**src/rtl/ecc_156_selftest_ctrl_if.sv**
```systemverilog
// Bundle between the self-test controller and its environment: decoder mux,
// golden-pattern encoder hookup, run control and run status.
interface ecc_156_selftest_ctrl_if #(
  parameter int unsigned DATA_WIDTH   = 156,
  parameter int unsigned PARITY_WIDTH = 9,
  parameter int unsigned PERIOD_W     = 16
);
  logic                    test_en;
  logic [PERIOD_W-1:0]     test_period;
  logic                    test_start;
  logic                    func_vld;
  logic [DATA_WIDTH-1:0]   func_data;
  logic [PARITY_WIDTH-1:0] func_parity;
  logic [DATA_WIDTH-1:0]   enc_data;
  logic [PARITY_WIDTH-1:0] enc_parity;
  logic [DATA_WIDTH-1:0]   dec_data;
  logic [PARITY_WIDTH-1:0] dec_parity;
  logic                    dec_sel_test;
  logic [DATA_WIDTH-1:0]   dec_data_out;
  logic                    dec_sbit_err;
  logic                    dec_dbit_err;
  logic                    dec_ecc_fault;
  logic                    busy;
  logic                    done;
  logic                    fail;
  logic [2:0]              fail_code;
  logic [7:0]              run_cnt;

  modport slave (
    input  test_en, test_period, test_start, func_vld, func_data, func_parity,
           enc_parity, dec_data_out, dec_sbit_err, dec_dbit_err, dec_ecc_fault,
    output enc_data, dec_data, dec_parity, dec_sel_test,
           busy, done, fail, fail_code, run_cnt
  );

  modport master (
    output test_en, test_period, test_start, func_vld, func_data, func_parity,
           enc_parity, dec_data_out, dec_sbit_err, dec_dbit_err, dec_ecc_fault,
    input  enc_data, dec_data, dec_parity, dec_sel_test,
           busy, done, fail, fail_code, run_cnt
  );
endinterface

```
**src/rtl/ecc_156_selftest_ctrl.sv**
```systemverilog
// Online self-test scheduler for the shared SECDED decoder: steals idle decoder
// cycles to check a clean, a single-flip and a double-flip codeword per run.
module ecc_156_selftest_ctrl #(
  parameter int unsigned DATA_WIDTH   = 156,
  parameter int unsigned PARITY_WIDTH = 9,
  parameter int unsigned PERIOD_W     = 16
) (
  input logic                   clk,
  input logic                   rst,
  ecc_156_selftest_ctrl_if.slave bus
);

  localparam int unsigned K_W = $clog2(DATA_WIDTH);
  localparam int unsigned REP = (DATA_WIDTH + 15) / 16;
  localparam logic [K_W-1:0] K_LAST    = K_W'(DATA_WIDTH - 1);
  localparam logic [15:0]    LFSR_SEED = 16'hACE1;

  typedef enum logic [2:0] {
    S_IDLE, S_WAIT, S_CLEAN, S_SBIT, S_DBIT, S_DONE
  } state_t;

  state_t                state_q, state_d;
  logic [PERIOD_W-1:0]   cnt_q, cnt_d;
  logic [K_W-1:0]        k_q, k_d;
  logic [15:0]           lfsr_q, lfsr_d;
  logic                  busy_q, busy_d;
  logic                  done_q, done_d;
  logic                  fail_q, fail_d;
  logic [2:0]            fail_code_q, fail_code_d;
  logic [7:0]            run_cnt_q, run_cnt_d;

  logic                    step_c;
  logic                    sel_test_c;
  logic [K_W-1:0]          k2_c;
  logic [DATA_WIDTH-1:0]   pattern_c;
  logic [DATA_WIDTH-1:0]   test_data_c;
  logic [PARITY_WIDTH-1:0] dec_parity_c;
  logic [PERIOD_W-1:0]     period_last_c;
  logic                    clean_ok_c, sbit_ok_c, dbit_ok_c;
  logic                    lfsr_fb_c;

  // Test vector generation and decoder input mux; functional reads always win.
  always_comb begin
    step_c        = (state_q == S_CLEAN) || (state_q == S_SBIT) || (state_q == S_DBIT);
    sel_test_c    = step_c & ~bus.func_vld;
    k2_c          = (k_q == K_LAST) ? '0 : k_q + K_W'(1);
    pattern_c     = DATA_WIDTH'({REP{lfsr_q}});
    test_data_c   = pattern_c;
    if (state_q == S_SBIT) begin
      test_data_c = pattern_c ^ (DATA_WIDTH'(1) << k_q);
    end else if (state_q == S_DBIT) begin
      test_data_c = pattern_c ^ (DATA_WIDTH'(1) << k_q) ^ (DATA_WIDTH'(1) << k2_c);
    end
    dec_parity_c  = sel_test_c ? bus.enc_parity : bus.func_parity;
    period_last_c = (bus.test_period == '0) ? '0 : bus.test_period - PERIOD_W'(1);
    lfsr_fb_c     = lfsr_q[0] ^ lfsr_q[2] ^ lfsr_q[3] ^ lfsr_q[5];
    clean_ok_c    = !bus.dec_sbit_err && !bus.dec_dbit_err && !bus.dec_ecc_fault &&
                    (bus.dec_data_out == pattern_c);
    sbit_ok_c     = bus.dec_sbit_err && !bus.dec_dbit_err && !bus.dec_ecc_fault &&
                    (bus.dec_data_out == pattern_c);
    dbit_ok_c     = bus.dec_dbit_err && !bus.dec_ecc_fault;
  end

  assign bus.enc_data     = pattern_c;
  assign bus.dec_sel_test = sel_test_c;
  assign bus.dec_data     = sel_test_c ? test_data_c : bus.func_data;
  assign bus.dec_parity   = dec_parity_c;
  assign bus.busy         = busy_q;
  assign bus.done         = done_q;
  assign bus.fail         = fail_q;
  assign bus.fail_code    = fail_code_q;
  assign bus.run_cnt      = run_cnt_q;

  // Next-state and status update; a step only checks and advances on a free decoder cycle.
  always_comb begin
    state_d     = state_q;
    cnt_d       = cnt_q;
    k_d         = k_q;
    lfsr_d      = lfsr_q;
    fail_d      = fail_q;
    fail_code_d = fail_code_q;
    run_cnt_d   = run_cnt_q;
    case (state_q)
      S_IDLE: begin
        if (bus.test_start) begin
          state_d     = S_CLEAN;
          cnt_d       = '0;
          fail_code_d = '0;
        end else if (bus.test_en) begin
          state_d = S_WAIT;
          cnt_d   = '0;
        end
      end
      S_WAIT: begin
        if (bus.test_start || (bus.test_en && cnt_q == period_last_c)) begin
          state_d     = S_CLEAN;
          cnt_d       = '0;
          fail_code_d = '0;
        end else if (!bus.test_en) begin
          state_d = S_IDLE;
          cnt_d   = '0;
        end else begin
          cnt_d = cnt_q + PERIOD_W'(1);
        end
      end
      S_CLEAN: begin
        if (!bus.func_vld) begin
          state_d = S_SBIT;
          if (!clean_ok_c) begin
            fail_code_d[2] = 1'b1;
            fail_d         = 1'b1;
          end
        end
      end
      S_SBIT: begin
        if (!bus.func_vld) begin
          state_d = S_DBIT;
          if (!sbit_ok_c) begin
            fail_code_d[1] = 1'b1;
            fail_d         = 1'b1;
          end
        end
      end
      S_DBIT: begin
        if (!bus.func_vld) begin
          state_d   = S_DONE;
          run_cnt_d = run_cnt_q + 8'd1;
          if (!dbit_ok_c) begin
            fail_code_d[0] = 1'b1;
            fail_d         = 1'b1;
          end
        end
      end
      S_DONE: begin
        state_d = bus.test_en ? S_WAIT : S_IDLE;
        k_d     = k2_c;
        lfsr_d  = {lfsr_fb_c, lfsr_q[15:1]};
      end
      default: state_d = S_IDLE;
    endcase
    busy_d = (state_d == S_CLEAN) || (state_d == S_SBIT) ||
             (state_d == S_DBIT)  || (state_d == S_DONE);
    done_d = (state_d == S_DONE);
  end

  always_ff @(posedge clk or posedge rst) begin
    if (rst) begin
      state_q     <= S_IDLE;
      cnt_q       <= '0;
      k_q         <= '0;
      lfsr_q      <= LFSR_SEED;
      busy_q      <= 1'b0;
      done_q      <= 1'b0;
      fail_q      <= 1'b0;
      fail_code_q <= '0;
      run_cnt_q   <= '0;
    end else begin
      state_q     <= state_d;
      cnt_q       <= cnt_d;
      k_q         <= k_d;
      lfsr_q      <= lfsr_d;
      busy_q      <= busy_d;
      done_q      <= done_d;
      fail_q      <= fail_d;
      fail_code_q <= fail_code_d;
      run_cnt_q   <= run_cnt_d;
    end
  end

endmodule
```
**src/flat_wrapper.sv**
```systemverilog
// flat-port wrapper written by rule: the top's interface ports become plain ports
module ecc_156_selftest_ctrl_flat 
#(
  parameter int unsigned DATA_WIDTH   = 156,
  parameter int unsigned PARITY_WIDTH = 9,
  parameter int unsigned PERIOD_W     = 16
)
  (clk, rst, bus_test_en, bus_test_period, bus_test_start, bus_func_vld, bus_func_data, bus_func_parity, bus_enc_parity, bus_dec_data_out, bus_dec_sbit_err, bus_dec_dbit_err, bus_dec_ecc_fault, bus_enc_data, bus_dec_data, bus_dec_parity, bus_dec_sel_test, bus_busy, bus_done, bus_fail, bus_fail_code, bus_run_cnt);
  ecc_156_selftest_ctrl_if #(.DATA_WIDTH(DATA_WIDTH), .PARITY_WIDTH(PARITY_WIDTH), .PERIOD_W(PERIOD_W)) bus_i ();
  input logic clk;
  input logic rst;
  input wire logic [$bits(bus_i.test_en)-1:0] bus_test_en;
  input wire logic [$bits(bus_i.test_period)-1:0] bus_test_period;
  input wire logic [$bits(bus_i.test_start)-1:0] bus_test_start;
  input wire logic [$bits(bus_i.func_vld)-1:0] bus_func_vld;
  input wire logic [$bits(bus_i.func_data)-1:0] bus_func_data;
  input wire logic [$bits(bus_i.func_parity)-1:0] bus_func_parity;
  input wire logic [$bits(bus_i.enc_parity)-1:0] bus_enc_parity;
  input wire logic [$bits(bus_i.dec_data_out)-1:0] bus_dec_data_out;
  input wire logic [$bits(bus_i.dec_sbit_err)-1:0] bus_dec_sbit_err;
  input wire logic [$bits(bus_i.dec_dbit_err)-1:0] bus_dec_dbit_err;
  input wire logic [$bits(bus_i.dec_ecc_fault)-1:0] bus_dec_ecc_fault;
  output wire logic [$bits(bus_i.enc_data)-1:0] bus_enc_data;
  output wire logic [$bits(bus_i.dec_data)-1:0] bus_dec_data;
  output wire logic [$bits(bus_i.dec_parity)-1:0] bus_dec_parity;
  output wire logic [$bits(bus_i.dec_sel_test)-1:0] bus_dec_sel_test;
  output wire logic [$bits(bus_i.busy)-1:0] bus_busy;
  output wire logic [$bits(bus_i.done)-1:0] bus_done;
  output wire logic [$bits(bus_i.fail)-1:0] bus_fail;
  output wire logic [$bits(bus_i.fail_code)-1:0] bus_fail_code;
  output wire logic [$bits(bus_i.run_cnt)-1:0] bus_run_cnt;
  assign bus_i.test_en = bus_test_en;
  assign bus_i.test_period = bus_test_period;
  assign bus_i.test_start = bus_test_start;
  assign bus_i.func_vld = bus_func_vld;
  assign bus_i.func_data = bus_func_data;
  assign bus_i.func_parity = bus_func_parity;
  assign bus_i.enc_parity = bus_enc_parity;
  assign bus_i.dec_data_out = bus_dec_data_out;
  assign bus_i.dec_sbit_err = bus_dec_sbit_err;
  assign bus_i.dec_dbit_err = bus_dec_dbit_err;
  assign bus_i.dec_ecc_fault = bus_dec_ecc_fault;
  assign bus_enc_data = bus_i.enc_data;
  assign bus_dec_data = bus_i.dec_data;
  assign bus_dec_parity = bus_i.dec_parity;
  assign bus_dec_sel_test = bus_i.dec_sel_test;
  assign bus_busy = bus_i.busy;
  assign bus_done = bus_i.done;
  assign bus_fail = bus_i.fail;
  assign bus_fail_code = bus_i.fail_code;
  assign bus_run_cnt = bus_i.run_cnt;
  ecc_156_selftest_ctrl #(.DATA_WIDTH(DATA_WIDTH), .PARITY_WIDTH(PARITY_WIDTH), .PERIOD_W(PERIOD_W)) u_core (.clk(clk), .rst(rst), .bus(bus_i));
endmodule
```
**config.mk**
```make
export PLATFORM = sky130hd
export DESIGN_NAME = ecc_156_selftest_ctrl_flat
export DESIGN_NICKNAME = d
export VERILOG_FILES = /design/src/rtl/ecc_156_selftest_ctrl_if.sv /design/src/rtl/ecc_156_selftest_ctrl.sv /design/src/flat_wrapper.sv
export SDC_FILE = /design/constraint.sdc
export NUM_CORES = 1
export LEC_CHECK = 0
export CAP_MARGIN = 10
export CORE_AREA = 3 3 265 267
export CTS_CLUSTER_DIAMETER = 200
export DETAILED_ROUTE_END_ITERATION = 10
export DIE_AREA = 0 0 268 270
export RECOVER_POWER = 100
export SKIP_LAST_GASP = 1
export SLEW_MARGIN = 20
export SYNTH_ARGS = -nofsm -noshare
export SYNTH_HDL_FRONTEND = slang
export SYNTH_SLANG_ARGS = --single-unit
```
**constraint.sdc**
```tcl
create_clock -name clk -period 11.1 [get_ports clk]
set_input_delay 2.22 -clock clk [delete_from_list [all_inputs] [get_ports clk]]
set_output_delay 2.22 -clock clk [all_outputs]
set_load 0.005 [all_outputs]
```
---- Word level (Yosys, flattened, before mapping) ----
Index checks and enable logic that the tools add are counted.
operators by class
  add/subtract/negate cells ............... 4
  equality and inequality tests ........... 21
  shifts and indexed selects .............. 2
  muxes and demuxes ....................... 32
  bitwise operators ....................... 7
  reductions and logical operators ........ 30
operators with widths
  kind                     count
  $mux W156                3
  $shl A1 B8 Y156 const A  2
  $xor A156 B156 Y156      2
  $eq A156 B156 Y1         1
  $mux W16                 5
  $pmux W16 S2             1
  $mux W3                  9
  $pmux W3 S6              1
  $add A16 B1 Y16 const B  1
  $add A8 B1 Y8 const B    2
  $eq A16 B16 Y1           1
  $logic_not A16 Y1        1
  $sub A16 B1 Y16 const B  1
  $reduce_and A5 Y1        3
  $ne A2 B2 Y1 const B     7
  $eq A3 B2 Y1 const B     4
  $eq A3 B3 Y1 const B     4
  $pmux W1 S3              4
  $reduce_bool A3 Y1       4
  $mux W9                  1
  $eq A8 B8 Y1 const B     1
  $logic_and A1 B1 Y1      8
  $mux W8                  1
  $mux W1                  7
  12 further kinds         22
storage, ports and cells
  bits in registers ....................... 57
  input port bits ......................... 354
  output and inout port bits .............. 336
  logic and storage cells ................. 107

---- Logic depth before layout (Yosys ltp) ----
  word-level depth ........................ 11
  depth in mapped cells ................... 14
  gate-level depth less buffers ........... 10

---- Worst setup path before layout ----
OpenSTA, ideal clock, no wires.
  path type ............................... in2out
  start ................................... in bus_func_vld
  end ..................................... out bus_dec_data[101]
  data arrival time ....................... 3.508 ns
  required time ........................... 8.880 ns
  slack ................................... 5.372 ns
  stages .................................. 7
  buffers on the path ..................... 3
  path through ............................ inv_1 -> o21ai_1 -> clkbuf_1 -> buf_1 -> clkbuf_1 -> nand2_1 -> nand3_1
on the way
  word-level cells in the longest chain between the ends .. 3
ends and longest elaborated chain
  element               RTL line                     RTL
  start: declaration    flat_wrapper.sv:15           input wire logic [$bits(bus_i.func_vld)-1:0] bus_func_vld;
  $not A1 Y1 (no line)  --
  $and A1 B1 Y1         ecc_156_selftest_ctrl.sv:45  sel_test_c = step_c & ~bus.func_vld;
  $mux W156             ecc_156_selftest_ctrl.sv:66  assign bus.dec_data = sel_test_c ? test_data_c : bus.func_data;
  end: declaration      flat_wrapper.sv:24           output wire logic [$bits(bus_i.dec_data)-1:0] bus_dec_data;
No other way between the ends.

---- Worst setup path in the final report ----
  start ................................... reg u_core.k_q[5]
  end ..................................... out bus_dec_data[59]
on the way
  word-level cells in the longest chain between the ends .. 7
  elaborated cells between the ends (all ways) .. 10
  those cells by class .................... add/sub: 1; eq/ne: 1; shift: 2; mux: 4; bitwise: 2
ends and longest elaborated chain
  element                                               RTL line                      RTL
  start: declaration                                    ecc_156_selftest_ctrl.sv:24   logic [K_W-1:0] k_q, k_d;
  start signal: assignment                              ecc_156_selftest_ctrl.sv:160  k_q <= k_d;
  $add A8 B1 Y8 / $eq A8 B8 Y1 (equally long branches)  ecc_156_selftest_ctrl.sv:46   k2_c = (k_q == K_LAST) ? '0 : k_q + K_W'(1);
  $mux W8                                               ecc_156_selftest_ctrl.sv:46
  $shl A1 B8 Y156                                       ecc_156_selftest_ctrl.sv:52   test_data_c = pattern_c ^ (DATA_WIDTH'(1) << k_q) ^ (DATA_WIDTH'(1) << k2_c);
  $xor A156 B156 Y156                                   ecc_156_selftest_ctrl.sv:52
  $mux W156                                             ecc_156_selftest_ctrl.sv:51   end else if (state_q == S_DBIT) begin
  $mux W156 *                                           ecc_156_selftest_ctrl.sv:49   if (state_q == S_SBIT) begin
  $mux W156 *                                           ecc_156_selftest_ctrl.sv:66
Mark *: on every way between the ends. The rest lies on a longest branch, timed or not.

==> reports/metrics.csv <==
stage,metric,value,unit
grt,antenna violations before repair,14,
worst_setup_path,cell mode on critical path,and3_1,
timing,RSZ-0062 raised after global routing,no,
clocking,clk_lat worst skew,0.36,ns
run,Max-Cap Viols,13,
yosys,syn avg cell area,6.404,sq um
yosys,post-synthesis mux area share,4.255,%
route,via count,20670,
timing,Slew @ Worst Pin,3.564,ns
yosys,Syn. warnings,0,
pwr,sequential group share of total power,12.4,%
worst_setup_path,Reg2Reg Capture Point,u_core.bus.fail,
pwr,peak supply drop,0.0001668,V
finish,area grow syn2layout,45.43,%
clocking,Post-CTS Setup Bufs,0,
die,Die Width,268,um
worst_setup_path,arrival time worst endpoint,7.40,ns
yosys,"EDFF count, synth",0,
yosys,simple-gate share of the synthesized area,31.58,%
timing,final setup fails,0,
timing,TNS Setup,0,ns
run_status,status,"complete, but fails checks",
clocking,Root Driver,clkbuf_16,
finish,most frequent cells in the layout,"380 x clkdlybuf4s50_1, 364 x nand2_1, 309 x dlygate4sd3_1",
route,via/cell ratio,5.720,
yosys,Yosys reg bits,57,
pwr,Sw Ratio,53.56,%
pwr,P_sw,1195,uW
yosys,post-synth cell types,77,
yosys,largest family of logic cells by synthesized area,compound AO/OA/AOI/OAI gates,
finish,fin nets,3078,
die,Die Span Y,270,um
pwr,Comb pwr share,73.1,%
route,DR iter-0 viols,2185,
die,Core ar.,68350,sq um
grt,first-pass GRT wire length,135900,um
yosys,Synth Area in Compound Gates,31.78,%
worst_setup_path,Crit Path Class,flop to output port,
die,Starting Density,21.81,%
timing,FMAX,104.0,MHz
min_path,WHS Path Cells,1,
grt,number of global-route vias before repair,18850,
worst_setup_path,worst-path maximum fanout,38,
worst_setup_path,FF-to-FF setup slack,6.07,ns
run_status,violated checks,"max-capacitance violations, max-slew violations",
grt,gr ovfl total,0,
finish,layout cell share with drive strength beyond 1,3.494,%
pwr,leakage,0.008035,uW
clocking,clock buffer depth,2,
min_path,end of the worst hold path,u_core.bus.run_cnt[7],
yosys,most common flop cell mapped by yosys,dfrtp_1,
finish,"most common cell after layout, fill and taps aside",clkdlybuf4s50_1,
yosys,Synth Area in Adders,0.8392,%
die,num rows,96,
clocking,CTS tree,yes,
worst_setup_path,slowest cell delay on critical path,1.59,ns
pwr,power per cell area,102.9,nW/um^2
min_path,worst hold path class,flop to flop,
timing,post-layout min period,9.619,ns
clocking,CTS resizes,0,
yosys,syn nets,2692,
timing,final period utilization,86.65,%
timing,Slew HR,-137.6,%
place,final RePlAce weighted congestion,0.9719,
clocking,htree depth,3,
worst_setup_path,Crit path required time,8.88,ns
finish,utilization after layout,31.72,%
route,DR WL/cell,27.04,um
pwr,Clock Power Share,14.5,%
place,Detailed Place HPWL,75350,um
timing,Final Slew Violations,402,
yosys,synthesized area,14910,sq um
route,Post-Route WL,97730,um
timing,final hold vios,0,
timing,Clock Skew,0.006359,ns
worst_setup_path,worst r2r path cells,8,
clocking,Post-CTS Hold Buffers,0,
grt,largest net degree at the start of global routing,141,
yosys,sequential area share after synthesis,9.634,%
clocking,Clock Sinks,57,
min_path,Hold Startpoint,u_core.bus.run_cnt[7],
yosys,XOR/XNOR Fraction of Synth Area,8.459,%
yosys,Mapped Cells,2328,
worst_setup_path,CP cell instances,"and3_1, and3_1, xnor2_2, clkbuf_1, nand3_1, nor3_1, a31oi_1, xor2_1, o21ai_0, dlygate4sd3_1",
grt,total track usage,25.22,%
worst_setup_path,Worst setup SP type,flop,
die,IO Pins,690,
clocking,Worst-path clk slew,0.06,ns
yosys,"Async S/R FF share, synth",100.0,%
pwr,Pint,1036,uW
worst_setup_path,reg2reg start,u_core.lfsr_q[8],
route,residual DRC count,0,
route,first-pass iteration count of the detailed router,6,
worst_setup_path,Crit-path slowest cell,nand3_1,
die,die area,72360,sq um
clocking,cts bufs inserted,9,
place,Port-buffer cells,689,
route,DRT antenna net count,0,
worst_setup_path,Critical Path Sink Type,output port,
flip-flops by register name (all words and copies together), names as in the netlist:
name,flops
u_core.bus.busy,1
u_core.cnt_q,16
u_core.bus.done,1
u_core.bus.fail,1
u_core.bus.run_cnt,8
u_core.k_q,8
u_core.lfsr_q,16
u_core.state_q,3
u_core.bus.fail_code,3
kinds of logic (layout without fill, tap and decap cells):
logic type,Yosys count,after routing
simple gates,993,993
xor+xnor,144,144
other cells,0,13
fa+ha+maj,10,10
compound gates,681,681
buf+inv,382,773
flops,57,57
mux,61,61
worst max-delay path, delay by kind of cell, from the launching register on:
family,cells,cell delay [ns]
XOR/XNOR,2,0.34
flip-flops,1,0.92
AO/OA/AOI/OAI,2,0.40
buffers and inverters,2,1.87
AND/OR/NAND/NOR,4,3.47
area by class of cell:
type                            count  area, sq um
Fill cell                        7515        46660
Multi-Input combinational cell   1889        11490
Timing Repair Buffer              735         7206
Sequential cell                    57         1436
Tap cell                          882         1104
Clock buffer                       12        256.5
Inverter                           22        82.58
Clock inverter                      4        73.82
Antenna cell                       13        32.53
power by group through the flow:
stage	logic (uW)	clock network, uW	registers, uW
3_5_place_dp	1690	0	280
5_1_grt	1740	331	281
6_report	1630	324	277
4_1_cts	1690	326	277
3_3_place_gp	1680	0	280
2_1_floorplan	758	0	260
layer usage:
| layer | track usage, % | routed length [um] | up-vias |
|---|---|---|---|
| met2 | 43.84 | 47500 | 1298 |
| met4 | 10.48 | 4450 | 4 |
| met5 | 0 | 24 | - |
| met1 | 29.25 | 35920 | 9786 |
| li1 | - | - | 9374 |
| met3 | 6.404 | 9834 | 210 |
metrics by stage:
| step | area, sq um | std cells | hold WS [ns] | worst slack, ns | power [uW] |
|---|---|---|---|---|---|
| 3_5_place_dp | 21420 | 3584 | 0.4663 | 3.112 | 1966 |
| 3_3_place_gp | 21410 | 3584 | 0.4605 | 3.144 | 1963 |
| 6_report | 21680 | 3614 | 0.4628 | 1.481 | 2231 |
| 5_1_grt | 21670 | 3609 | 0.5049 | 1.453 | 2353 |
| 4_1_cts | 21750 | 3600 | 0.4740 | 3.106 | 2295 |
| 2_1_floorplan | 14910 | 2328 | 0.4683 | 5.372 | 1017 |
worst max path at each step:
stage | start | to | depth (start not counted)
2_1_floorplan | bus_func_vld | bus_dec_data[101] | 7
3_3_place_gp | bus_func_vld | bus_dec_data[60] | 9
3_5_place_dp | bus_func_vld | bus_dec_data[60] | 9
4_1_cts | bus_func_vld | bus_dec_data[60] | 9
5_1_grt | u_core.k_q[5] | bus_dec_data[59] | 10
6_report | u_core.k_q[5] | bus_dec_data[59] | 10
cells in the mapped netlist (all sizes together) (9+ instances only):
cell type	n	area share, %
a211o	10	0.59
or2	9	0.38
or4	21	1.1
and3	45	1.9
a221oi	14	0.82
o311ai	48	2.8
and2	24	1.0
a21oi	101	3.4
nor4	43	1.9
o2111ai	43	2.5
nor3	69	2.3
xor2	62	3.6
mux2	19	1.4
nand2b	9	0.38
and4	9	0.53
nand2	366	9.2
ha	10	0.84
nand3	80	2.7
a41oi	17	1.0
o21ai	153	5.1
o22ai	59	2.5
inv	20	0.50
o211ai	58	2.9
a31oi	30	1.3
dfrtp	49	8.2
a32oi	17	1.0
xnor2	82	4.8
mux2i	42	2.8
buf	165	8.0
nand4	45	1.9
a211oi	16	0.81
o31ai	10	0.50
a221o	38	2.6
a2111oi	21	1.3
clkbuf	195	4.9
or3	26	1.1
nor2	216	5.5
No activity file was read; power rests on OpenSTA's default activity.
